--- src/rtl/arith_sequencer.sv ---
// arith_sequencer: multi-cycle add/sub/shift-and-add multiply sharing one N-bit adder
module arith_sequencer #(
  parameter int N = 8
) (
  input  logic           clk,
  input  logic           resetn,
  input  logic           start,
  input  logic [1:0]     op,
  input  logic [N-1:0]   a,
  input  logic [N-1:0]   b,
  output logic           busy,
  output logic           done,
  output logic [2*N-1:0] result,
  output logic           carry,
  output logic           err
);
  localparam int CW = (N > 1) ? $clog2(N) : 1;
  localparam logic [1:0] IDLE   = 2'd0;
  localparam logic [1:0] ADDSUB = 2'd1;
  localparam logic [1:0] MUL    = 2'd2;
  localparam logic [1:0] DONE   = 2'd3;
  logic [1:0]     state_q, state_d;
  logic           sub_q, sub_d;
  logic [N-1:0]   a_q, a_d, b_q, b_d;
  logic [2*N-1:0] p_q, p_d;
  logic [CW-1:0]  cnt_q, cnt_d;
  logic [2*N-1:0] result_q, result_d;
  logic           carry_q, carry_d, err_q, err_d, busy_q, busy_d, done_q, done_d;
  logic [N-1:0]   add_x, add_y, add_s;
  logic           add_cin, add_co, accept;
  assign accept = start && (state_q == IDLE || state_q == DONE);
  // shared adder: upper product half plus gated multiplicand in MUL, A +/- B otherwise
  always_comb begin
    add_x   = (state_q == MUL) ? p_q[2*N-1:N] : a_q;
    add_y   = (state_q == MUL) ? (p_q[0] ? a_q : '0) : (sub_q ? ~b_q : b_q);
    add_cin = (state_q != MUL) && sub_q;
    {add_co, add_s} = {1'b0, add_x} + {1'b0, add_y} + {{N{1'b0}}, add_cin};
  end
  // sequencing, operand capture and result update
  always_comb begin
    state_d  = state_q;
    sub_d    = sub_q;
    a_d      = a_q;
    b_d      = b_q;
    p_d      = p_q;
    cnt_d    = cnt_q;
    result_d = result_q;
    carry_d  = carry_q;
    err_d    = err_q;
    if (accept) begin
      sub_d   = op[0];
      a_d     = a;
      b_d     = b;
      p_d     = {{N{1'b0}}, b};
      cnt_d   = '0;
      err_d   = op == 2'b11;
      state_d = (op == 2'b11) ? DONE : (op[1] ? MUL : ADDSUB);
      if (op == 2'b11) begin
        result_d = '0;
        carry_d  = 1'b0;
      end
    end else if (state_q == ADDSUB) begin
      result_d = {{N{1'b0}}, add_s};
      carry_d  = add_co;
      state_d  = DONE;
    end else if (state_q == MUL) begin
      p_d   = {add_co, add_s, p_q[N-1:1]};
      cnt_d = cnt_q + CW'(1);
      if (cnt_q == CW'(N - 1)) begin
        result_d = p_d;
        carry_d  = 1'b0;
        state_d  = DONE;
      end
    end else if (state_q == DONE) begin
      state_d = IDLE;
    end
  end
  // status flags follow the state being entered so they stay registered
  always_comb begin
    busy_d = state_d == ADDSUB || state_d == MUL;
    done_d = state_d == DONE;
  end
  // state registers; reset aborts any operation without a done pulse
  always_ff @(posedge clk or negedge resetn) begin
    if (!resetn) begin
      state_q  <= IDLE;
      sub_q    <= 1'b0;
      a_q      <= '0;
      b_q      <= '0;
      p_q      <= '0;
      cnt_q    <= '0;
      result_q <= '0;
      carry_q  <= 1'b0;
      err_q    <= 1'b0;
      busy_q   <= 1'b0;
      done_q   <= 1'b0;
    end else begin
      state_q  <= state_d;
      sub_q    <= sub_d;
      a_q      <= a_d;
      b_q      <= b_d;
      p_q      <= p_d;
      cnt_q    <= cnt_d;
      result_q <= result_d;
      carry_q  <= carry_d;
      err_q    <= err_d;
      busy_q   <= busy_d;
      done_q   <= done_d;
    end
  end
  assign busy   = busy_q;
  assign done   = done_q;
  assign result = result_q;
  assign carry  = carry_q;
  assign err    = err_q;
endmodule

--- config.mk ---
export PLATFORM = sky130hd
export DESIGN_NAME = arith_sequencer
export DESIGN_NICKNAME = d
export VERILOG_FILES = /design/src/rtl/arith_sequencer.sv
export SDC_FILE = /design/constraint.sdc
export NUM_CORES = 1
export LEC_CHECK = 0
export CORE_MARGIN = 2
export CORE_UTILIZATION = 50
export DETAILED_ROUTE_END_ITERATION = 12
export DONT_BUFFER_PORTS = 1
export HOLD_SLACK_MARGIN = 0.12
export PLACE_DENSITY = 0.67
export SYNTH_ARGS = -nofsm -noshare
export SYNTH_HDL_FRONTEND = slang
export SYNTH_SLANG_ARGS = --single-unit
export TNS_END_PERCENT = 30
--- constraint.sdc ---
create_clock -name clk -period 5 [get_ports clk]
set_input_delay 1 -clock clk [delete_from_list [all_inputs] [get_ports clk]]
set_output_delay 1 -clock clk [all_outputs]
set_load 0.005 [all_outputs]
==> out/metrics.cfg <==
[setup_path]
crit_path_start_kind = register
required_ns = 5.24
critPathKind = reg2reg
reg2reg_slack_ns = 1.74
crit_arrival_ns = 3.49
reg2reg_depth = 13
crit_path_max_fanout = 16
endpoint_kind = register

[synthesis]
synthXorXnorAreaFrac_pct = 3.776
async_flop_share_pct = 100.0
yosysWarnings = 0
syn_area_sq_um = 3015
ys_seq_area_share_pct = 48.13
synthMuxAreaShare_pct = 3.320
ys.flop_type = dfrtp_1
ys_types = 45
postSynthCellCount = 300
yosys.area.top_type_share_pct = 48.13
synth_compound_area_share_pct = 18.63
syn-num-nets = 336
synth_seq_cells = 58
synth_simple_gate_area_share_pct = 15.60
synth_enable_flop_cells = 0
synthAdderAreaFrac_pct = 6.722
synth_top_area_cell = dfrtp_1
synth_top_family_by_area = compound AO/OA/AOI/OAI gates
syn_area_per_cell_sq_um = 10.05
synth.area.top_cells = dfrtp_1 (48%), nand2_1 (10%), ha_1 (5.4%), a22o_1 (3.5%), mux2_2 (3.0%)

[sta]
finalSetupTns_ns = 0
hold_viol_final = 0
finalWorstSetupSlack_ns = 1.743
whs_ns = 0.3544
fmax_mhz = 307.1
clock_skew_ns = 0.01120
drv_slew = 0
setup_violations = 0
period_needed_ns = 3.257
worst_pin_slew_ns = 0.8731
period_share_pct = 65.13
slew_headroom_pct = 41.79
rsz0062_at_grt = no

[clock_tree]
cts_hold_buf = 0
clk_latency_ns = 0.33
cts.sinks = 58
root_buffer = clkbuf_8
cts_resized = 0
cts_tree = done
h-tree-depth = 3
cts_buffer_depth = 2
cts_setup_buffers = 0
numCtsBuffers = 9
clkTransAtPathRegs_ns = 0.07

[final_layout]
fin_area_sq_um = 3274
syn_to_final_growth_pct = 8.589
layout_commonest_cell = nand2_1
nNetsFinal = 331
drive_above_1_share_pct = 12.37
antenna_cells = 0
layout_common_cells = nand2_1 (83), dfrtp_1 (58), o21ai_0 (17)

[floorplanning]
initial_utilization_pct = 51.23
num_rows = 28
pin_count = 41
fp.dieW_um = 81.66
dieArea_sq_um = 6668
coreArea_sq_um = 5886
die_h_um = 81.66

[routing]
wl_met3_um = 328
met1Wirelength_mm = 3.171
viasPerCell = 5.674
drtAntennaViolNets = 0
wl_met2_mm = 3.284
drt-total-wl_mm = 6.817
post_drt_wl_per_cell_um = 18.23
drtIter0Drc = 115
drt-pass1-iter-count = 4
topRoutingLayerUsed = met4
via_count = 2122
post-route-drc-count = 0

[global_route]
antenna_found_initial = 0
overflow = 0
grt_pass1_vias = 2136
grt_pass1_wl_mm = 11.23
grt_max_degree = 59
grt_util_all_layers_pct = 22.84

[placement]
port_buffers = 0
dp_hpwl_mm = 4.939
place_congestion = 0.8290
dp_worst_setup_slack_ns = 1.759
dpl_cell_area_sq_um = 3024

[power_and_ir_drop]
p_per_area_nw_per_um2 = 894.1
ir_drop_mv = 0.3690
p_leak_nw = 1.552

[outcome]
outcome = complete, no violations

[run]
max_cap_violations = 0

[hold_path]
hp-class = in2async

==> logic make-up after synthesis <==
logic type	after synthesis
AO/OA/AOI/OAI	74
XOR/XNOR	13
adder cells (fa/ha/maj)	15
buffers and inverters	23
flip-flops	58
multiplexers	9
AND/OR/NAND/NOR	108
==> per-layer routing <==
layer	vias to the layer above	global-route usage (%)
li1	1032	-
met3	2	5.934
met4	0	8.167
met1	1042	31.88
met2	46	34.51
met5	-	0
==> critical path, stage by stage (launching register included) <==
cell and delay, ns:
dfrtp_1 0.39, inv_1 0.08, ha_1 0.45, and2_0 0.38
nand2_1 0.08, o21ai_0 0.13, fa_1 0.30, inv_1 0.07
fa_1 0.40, nor2b_1 0.17, o2111ai_1 0.11, nand3_1 0.13
a31oi_1 0.17, o41ai_2 0.29
==> registers in the layout, indices dropped and copies added (netlist names) <==
name     flops
b_q          8
result      16
done         1
a_q          8
cnt_q        3
p_q         16
err          1
busy         1
sub_q        1
carry        1
state_q      2
==> metrics by stage <==
stage               instances  power (mW)  utilization [%]
detailed placement        359       2.390            51.38
global placement          359       2.356            51.38
floorplan                 300       2.037                -
CTS                       374       2.942            55.63
finish                    374       2.928            55.63
global route              374       3.168            55.63
==> synth_stat cells (all sizes together), types with 6 or more instances <==
cell type	number
o21ai	24
nor2	6
a22o	12
a21boi	6
mux2	8
ha	13
a21oi	7
clkbuf	8
inv	6
dfrtp	58
xnor2	10
nand2	84
buf	9
==> power by group <==
| part | internal (mW) | switching, mW | total, mW |
|---|---|---|---|
| combinational | 0.609 | 0.955 | 1.56 |
| clock | 0.357 | 0.186 | 0.542 |
| sequential | 0.667 | 0.155 | 0.822 |
==> final timing paths <==
check / endpoint / start
max in group asynchronous: a_q[4] / resetn
setup reg to reg: result[15] / state_q[0]
hold / removal: result[12] / resetn
min in group clk: cnt_q[0] / cnt_q[0]
hold reg to reg: cnt_q[0] / cnt_q[0]
setup / recovery: result[15] / state_q[0]
==> cell type report <==
cell class / instances / area (sq um)
clock buffer: 11 / 151.4
tap: 75 / 93.84
fill: 530 / 2611
timing repair buffer: 1 / 7.507
inverter: 6 / 22.52
sequential: 58 / 1451
clock inverter: 4 / 98.84
multi-input combinational: 219 / 1449
No activity file was read; power rests on OpenSTA's default activity.
